--- src/rtl/reg_dump_pkg.sv ---
// Shared defaults and state encoding for the register-dump streamer.
package reg_dump_pkg;

  localparam int unsigned NREGS_DEF = 32;
  localparam int unsigned XLEN_DEF  = 32;
  localparam int unsigned IDXW_DEF  = 5;

  typedef enum logic {
    ST_IDLE,
    ST_STREAM
  } state_t;

endpackage

--- src/rtl/reg_dump_next_idx.sv ---
// Priority-find of the lowest nonzero register slot at or above 'start'.
// Used by reg_dump_streamer only when REG_DUMP_SKIP_ZERO_EN is defined.
module reg_dump_next_idx
  import reg_dump_pkg::*;
#(
  parameter int unsigned NREGS = NREGS_DEF,
  parameter int unsigned XLEN  = XLEN_DEF,
  parameter int unsigned IDXW  = IDXW_DEF
) (
  input  logic [NREGS*XLEN-1:0] data,
  input  logic [IDXW:0]         start,
  output logic                  found,
  output logic [IDXW-1:0]       found_idx
);

  always_comb begin
    found     = 1'b0;
    found_idx = '0;
    for (int unsigned i = 0; i < NREGS; i++) begin
      if (!found && ((IDXW+1)'(i) >= start) && (data[XLEN*i +: XLEN] != '0)) begin
        found     = 1'b1;
        found_idx = IDXW'(i);
      end
    end
  end

endmodule

--- src/rtl/reg_dump_streamer.sv ---
// Snapshots the flat reg_dump bus on request and streams (index, value) beats.
// Optional macro REG_DUMP_SKIP_ZERO_EN: skip zero-valued entries.
module reg_dump_streamer
  import reg_dump_pkg::*;
#(
  parameter int unsigned NREGS = NREGS_DEF,
  parameter int unsigned XLEN  = XLEN_DEF,
  parameter int unsigned IDXW  = IDXW_DEF
) (
  input  logic                  clk,
  input  logic                  rst,
  input  logic [NREGS*XLEN-1:0] reg_dump,
  input  logic                  dump_req,
  output logic                  out_valid,
  input  logic                  out_ready,
  output logic [IDXW-1:0]       out_idx,
  output logic [XLEN-1:0]       out_data,
  output logic                  out_last,
  output logic                  busy,
  output logic                  done
);

  state_t                  state, state_next;
  logic [IDXW-1:0]         idx, idx_next;
  logic [NREGS*XLEN-1:0]   snap;
  logic                    load;
  logic                    done_next;
  logic [IDXW:0]           idx_inc;
  logic                    first_found, nxt_found;
  logic [IDXW-1:0]         first_idx, nxt_idx;

  assign idx_inc = {1'b0, idx} + (IDXW+1)'(1);

`ifdef REG_DUMP_SKIP_ZERO_EN
  // First beat is found on the live bus, since the snapshot loads on the same edge.
  reg_dump_next_idx #(.NREGS(NREGS), .XLEN(XLEN), .IDXW(IDXW)) u_first (
    .data      (reg_dump),
    .start     ('0),
    .found     (first_found),
    .found_idx (first_idx)
  );

  reg_dump_next_idx #(.NREGS(NREGS), .XLEN(XLEN), .IDXW(IDXW)) u_next (
    .data      (snap),
    .start     (idx_inc),
    .found     (nxt_found),
    .found_idx (nxt_idx)
  );
`else
  assign first_found = 1'b1;
  assign first_idx   = '0;
  assign nxt_found   = idx_inc < (IDXW+1)'(NREGS);
  assign nxt_idx     = idx_inc[IDXW-1:0];
`endif

  assign busy      = (state == ST_STREAM);
  assign out_valid = busy;
  assign out_idx   = idx;
  assign out_data  = snap[int'(idx)*XLEN +: XLEN];
  assign out_last  = busy && !nxt_found;

  always_comb begin
    state_next = state;
    idx_next   = idx;
    load       = 1'b0;
    done_next  = 1'b0;
    case (state)
      ST_IDLE: begin
        if (dump_req) begin
          load = 1'b1;
          if (first_found) begin
            state_next = ST_STREAM;
            idx_next   = first_idx;
          end else begin
            done_next = 1'b1;
          end
        end
      end
      ST_STREAM: begin
        if (out_ready) begin
          if (!nxt_found) begin
            state_next = ST_IDLE;
            done_next  = 1'b1;
          end else begin
            idx_next = nxt_idx;
          end
        end
      end
      default: state_next = ST_IDLE;
    endcase
  end

  always_ff @(posedge clk) begin
    if (rst) begin
      state <= ST_IDLE;
      idx   <= '0;
      snap  <= '0;
      done  <= 1'b0;
    end else begin
      state <= state_next;
      idx   <= idx_next;
      done  <= done_next;
      if (load) snap <= reg_dump;
    end
  end

endmodule

--- config.mk ---
export PLATFORM = sky130hd
export DESIGN_NAME = reg_dump_streamer
export DESIGN_NICKNAME = d
export VERILOG_FILES = /design/src/rtl/reg_dump_pkg.sv /design/src/rtl/reg_dump_next_idx.sv /design/src/rtl/reg_dump_streamer.sv
export SDC_FILE = /design/constraint.sdc
export NUM_CORES = 1
export LEC_CHECK = 0
export CAP_MARGIN = 20
export CORE_AREA = 2 2 411 413
export DETAILED_ROUTE_END_ITERATION = 12
export DIE_AREA = 0 0 413 415
export PLACE_DENSITY_LB_ADDON = 0.15
export SLEW_MARGIN = 25
export SYNTH_ARGS = -nofsm -noshare
export SYNTH_HDL_FRONTEND = slang
export SYNTH_SLANG_ARGS = --single-unit
--- constraint.sdc ---
create_clock -name clk -period 1.8 [get_ports clk]
set_input_delay 0.36 -clock clk [delete_from_list [all_inputs] [get_ports clk]]
set_output_delay 0.36 -clock clk [all_outputs]
set_load 0.02 [all_outputs]
[After elaboration in Yosys (flattened, before gate mapping)]
Cells that the tools add are included.
W data, S select, Z words.
Word-level totals
  register bits: 1031
  input bits: 1028
  output and inout port bits: 41
  logic and storage cells: 26
Cells by class
  $add $sub $neg: 1
  magnitude comparators: 1
  equality and inequality tests: 3
  shifts and indexed selects: 1
  muxes and demuxes: 12
  bitwise gates (word level): 1
  reduce and logical (&&, ||, !) cells: 3
Operators by type and width (count)
  $shiftx A1024 B11 Y32: 1
  $mux W5: 3
  $pmux W5 S2: 1
  $add A5 B1 Y6 const B: 1
  $lt A6 B6 Y1 const B: 1
  $mux W1: 6
  $ne A2 B2 Y1 const B: 2
  $pmux W1 S2: 2
  $reduce_and A3 Y1: 1
  $ne A2 B1 Y1 const B: 1
  $logic_and A1 B1 Y1: 1
  $logic_not A1 Y1: 1
  $not A1 Y1: 1

[Depth between registers and ports, before layout]
Gate-level depths: netlist of run 1.
  depth in word-level cells: 5
  depth in mapped cells: 8
  mapped depth without buffers: 4

[Worst setup path after synthesis of run 1]
No wires, ideal clock.
  path kind: reg2out
  from: reg idx[0], in the netlist out_idx[0]
  to: out out_data[14]
  data arrival time: 1.641 ns
  required time: 1.440 ns
  path slack: -0.201 ns
  cell stages (with the launch flop): 9
  path buffers: 4
  cell sequence: dfxtp_1 > buf_2 > buf_6 > buf_4 > buf_4 > mux2i_1 > nand2_1 > nand3_1 > nand4_1
Between the ends
  longest elaborated chain between the ends: 1
Ends and longest elaborated chain
  from (decl): RTL line reg_dump_streamer.sv:24  | logic [IDXW-1:0] idx, idx_next;
  from (signal assigned): RTL line reg_dump_streamer.sv:101  | idx <= idx_next;
  $shiftx A1024 B11 Y32: RTL line reg_dump_streamer.sv:59  | assign out_data = snap[int'(idx)*XLEN +: XLEN];
  to (decl): RTL line reg_dump_streamer.sv:17  | output logic [XLEN-1:0] out_data,
Every way passes these cells.

[Worst setup path in the final report of run 1]
Ends and elaborated chain as after synthesis.

==> results of run 1 <==
-- metrics by stage --
stage / instances / TNS [ns] / setup slack [ns] / total power, uW / util [%]
global route: 9229 / -51.21 / -1.68 / 62600 / 41.0
floorplan: 5636 / -0.676 / -0.0215 / 29100 / -
CTS: 9150 / -53.11 / -1.78 / 60500 / 40.1
detailed placement: 8899 / -166.64 / -1.36 / 34700 / 36.5
global placement: 8899 / -159.42 / -1.36 / 34700 / 36.5
finish: 9241 / -47.52 / -1.58 / 60600 / 41.1
-- power by group through the flow --
stage / Clock (uW) / Sequential [uW] / Combinational (uW)
floorplan: 0 / 25100 / 4000
global placement: 0 / 25400 / 9270
detailed placement: 0 / 25400 / 9330
CTS: 25700 / 24900 / 9870
global route: 26600 / 25100 / 10900
finish: 25300 / 25000 / 10300
-- worst max-delay path, cell delays in order, from the launching register on --
cell,delay [ns]
dfxtp_4,0.36
buf_12,0.15
buf_16,0.16
buf_4,0.13
buf_4,0.11
mux2i_1,0.22
a22oi_2,0.13
nand3_4,0.21
buf_12,0.14
nand4_1,0.34
buf_12,0.29
-- worst max path at each step --
stage                           from      endpoint  slack (ns)  cells after the start
after floorplan           out_idx[0]  out_data[28]       -0.02                      8
after global placement    out_idx[0]  out_data[16]       -1.36                      9
after detailed placement  out_idx[0]  out_data[16]       -1.36                      9
after CTS                 out_idx[0]  out_data[11]       -1.78                     10
after global routing      out_idx[0]  out_data[11]       -1.68                     10
final                     out_idx[0]  out_data[14]       -1.58                     10
-- what timing repair did --
item | 4_1_cts | 5_1_grt
gates resized for setup | 301 | 250
cloned | 12 | 8
endpoints found under the hold margin | 2 | 0
hold buffers | 1 | 0
pin swaps | 45 | 99
setup buffers | 29 | 82
setup endpoints to repair | 40 | 45
-- sequential cells by signal (all words and copies together), names as in the netlist --
| name | flops |
|---|---|
| done | 1 |
| out_idx | 5 |
| busy | 1 |
| snap | 1024 |
-- synthesized netlist by cell type, types with 6 or more instances --
| cell type | count |
|---|---|
| nand2_1 | 2148 |
| a21oi_1 | 1123 |
| dfxtp_1 | 1031 |
| mux2i_1 | 512 |
| clkbuf_1 | 216 |
| buf_2 | 190 |
| a22oi_1 | 160 |
| nand3_1 | 128 |
| nand4_1 | 32 |
| buf_6 | 22 |
| buf_4 | 21 |
| buf_1 | 17 |
| clkbuf_4 | 6 |
-- area by class of cell --
cell class	instances	area (um^2)	share of cell area (%)
antenna	39	97.6	0.143
clock buffer	172	3480	5.08
clock inverter	46	561	0.819
multi-input combinational	4132	23100	33.7
sequential	1031	20700	30.2
tap	2204	2760	4.03
timing repair buffer	1617	17800	26.0
-- logic make-up (layout without fill, tap and decap cells) --
group | after synthesis | in the layout | share of synthesized area, %
fa+ha+maj | 1 | 1 | 0.0285
mux | 512 | 512 | 11.7
buf+inv | 473 | 1835 | 5.19
compound gates | 1296 | 1296 | 15.7
flops | 1031 | 1031 | 46.9
simple gates | 2323 | 2323 | 20.5
other cells | 0 | 39 | 0
-- layer usage --
| layer | wire length [um] | share of wire, % | GRT usage (%) | vias to the layer above |
|---|---|---|---|---|
| met2 | 119000 | 48 | 46.3 | 1525 |
| met5 | 267 | 0.11 | 0 | - |
| met1 | 105000 | 42 | 34.9 | 22189 |
| met3 | 15400 | 6.2 | 5.56 | 367 |
| met4 | 8460 | 3.4 | 9.15 | 40 |
| li1 | - | - | - | 21468 |
==> results.md, run 1 <==
* Outcome: complete, but fails checks
* Failing checks: setup timing
* Share of layout cells above drive strength 1 at 15.5%
* Peak Freq at 296 MHz
* TritonCTS clock tree: done
* FFs w/ async S/R, synth at 0%
* Most common cell after layout, fill and taps aside: nand2_1
* R2R setup slack at -0.06 ns
* Vias per cell at 4.93
* Avg Inst Size Synth at 7.80 um^2
* Max_slew headroom at 49.2%
* Nets at 7927
* Reg clk slew, reported paths at 0.07 ns
* Synth top area cells: dfxtp_1, nand2_1, a21oi_1
* Critical path required time at 1.44 ns
* Largest net degree at the start of global routing at 89
* Drt wl/cell at 26.9 um
* Via Count at 45.6k
* Main synth FF type: dfxtp_1
* Fillers at 17.0k
* Grt ovf at 0
* P_int at 44200 uW
* Inserted Clock Buffers at 116
* Clk buf depth at 3
* Clock Sinks at 1031
* Clk root buf: clkbuf_16
* Drt pass-1 iters at 5
* VDD IR max at 0.787 mV
* Crit path DAT at 3.02 ns
* Reg2Reg Depth at 11
* Antenna violations before repair at 90
* Seq/Total Area, Yosys at 46.9%
* RSZ-0062 raised after global routing: true
* Area grow syn2layout at 55.6%
* Power per cell area at 885 nW/um^2
* Post-DP Area at 60800 um^2
* Fin area at 68400 um^2
* Hold Path Class: primary input to register
* PnR worst setup slack at -1.58 ns
* P_leak at 0.0247 uW
* Vias in the first global route at 44.2k
* Synth warnings at 0
* Worst hold stages at 3
* WL final at 248000 um
* # DRC at 0
* Period utilization at 188%
* WS Path Type: register to primary output
* Area share of the largest cell type after synthesis at 46.9%
* Critical Path Fanout Max at 7
* Area leader, netlist: dfxtp_1
* Post-synth EDFFs at 0
* Core area at 167000 um^2
* Initial Util at 26.4%
* Comb pwr share at 17.0%
* # rows at 150
* # Max-Cap Violations at 0
* Synth Net Count at 6665
* Synth Instances at 5636
* Reg-to-reg endpoint: out_idx[1]
* Synthesized area at 44000 um^2
* Final number of setup-violating endpoints at 39
* Die height at 415 um
* Worst-Skew Late Latency at 0.76 ns
* DP HPWL at 196000 um
* Clk pwr share at 41.7%
* Gpl congestion at 0.934
* Critical path capture point type: primary output
* Distinct cells, synth at 33
* Fin crit period at 3.38 ns
* PortBufs at 1068
* Die area at 171000 um^2
* H-Tree Depth at 3
* Sw frac at 27.0%
* Slew Limit Fails at 0
* Worst setup SP type: register
* Seq pwr share at 41.3%
* Hold slack at 0.153 ns
* Hold path endpoint: snap[240]
* Clock skew at 0.0210 ns
* Initial DRC Count at 3764
* Worst slew pin tran at 0.760 ns
* Top Ports at 1069
* Commonest cells after routing, fill and taps aside: nand2_1, a21oi_1, clkdlybuf4s50_1, dfxtp_1, mux2i_1
* HP Start: reg_dump[240]
* Reg2reg start: out_idx[0]
* Switching power at 16400 uW
* Chip width at 413 um
* First-pass GRT wire length at 336000 um
* Gr usage total at 27.5%
* Final hold viol count at 0
* FF+latch count, synth at 1031
* ANT nets after route at 0
Note: power is estimated with default switching activity, not from simulation.
==> run 2: changes to the inputs <==
--- a/config.mk
+++ b/config.mk
@@ -9,6 +9,7 @@
 export CORE_AREA = 2 2 411 413
 export DETAILED_ROUTE_END_ITERATION = 12
 export DIE_AREA = 0 0 413 415
+export GPL_TIMING_DRIVEN = 1
 export PLACE_DENSITY_LB_ADDON = 0.15
 export SLEW_MARGIN = 25
 export SYNTH_ARGS = -nofsm -noshare
==> results of run 2 <==
The final DEF is identical to that of run 1; final timing and power are the same.
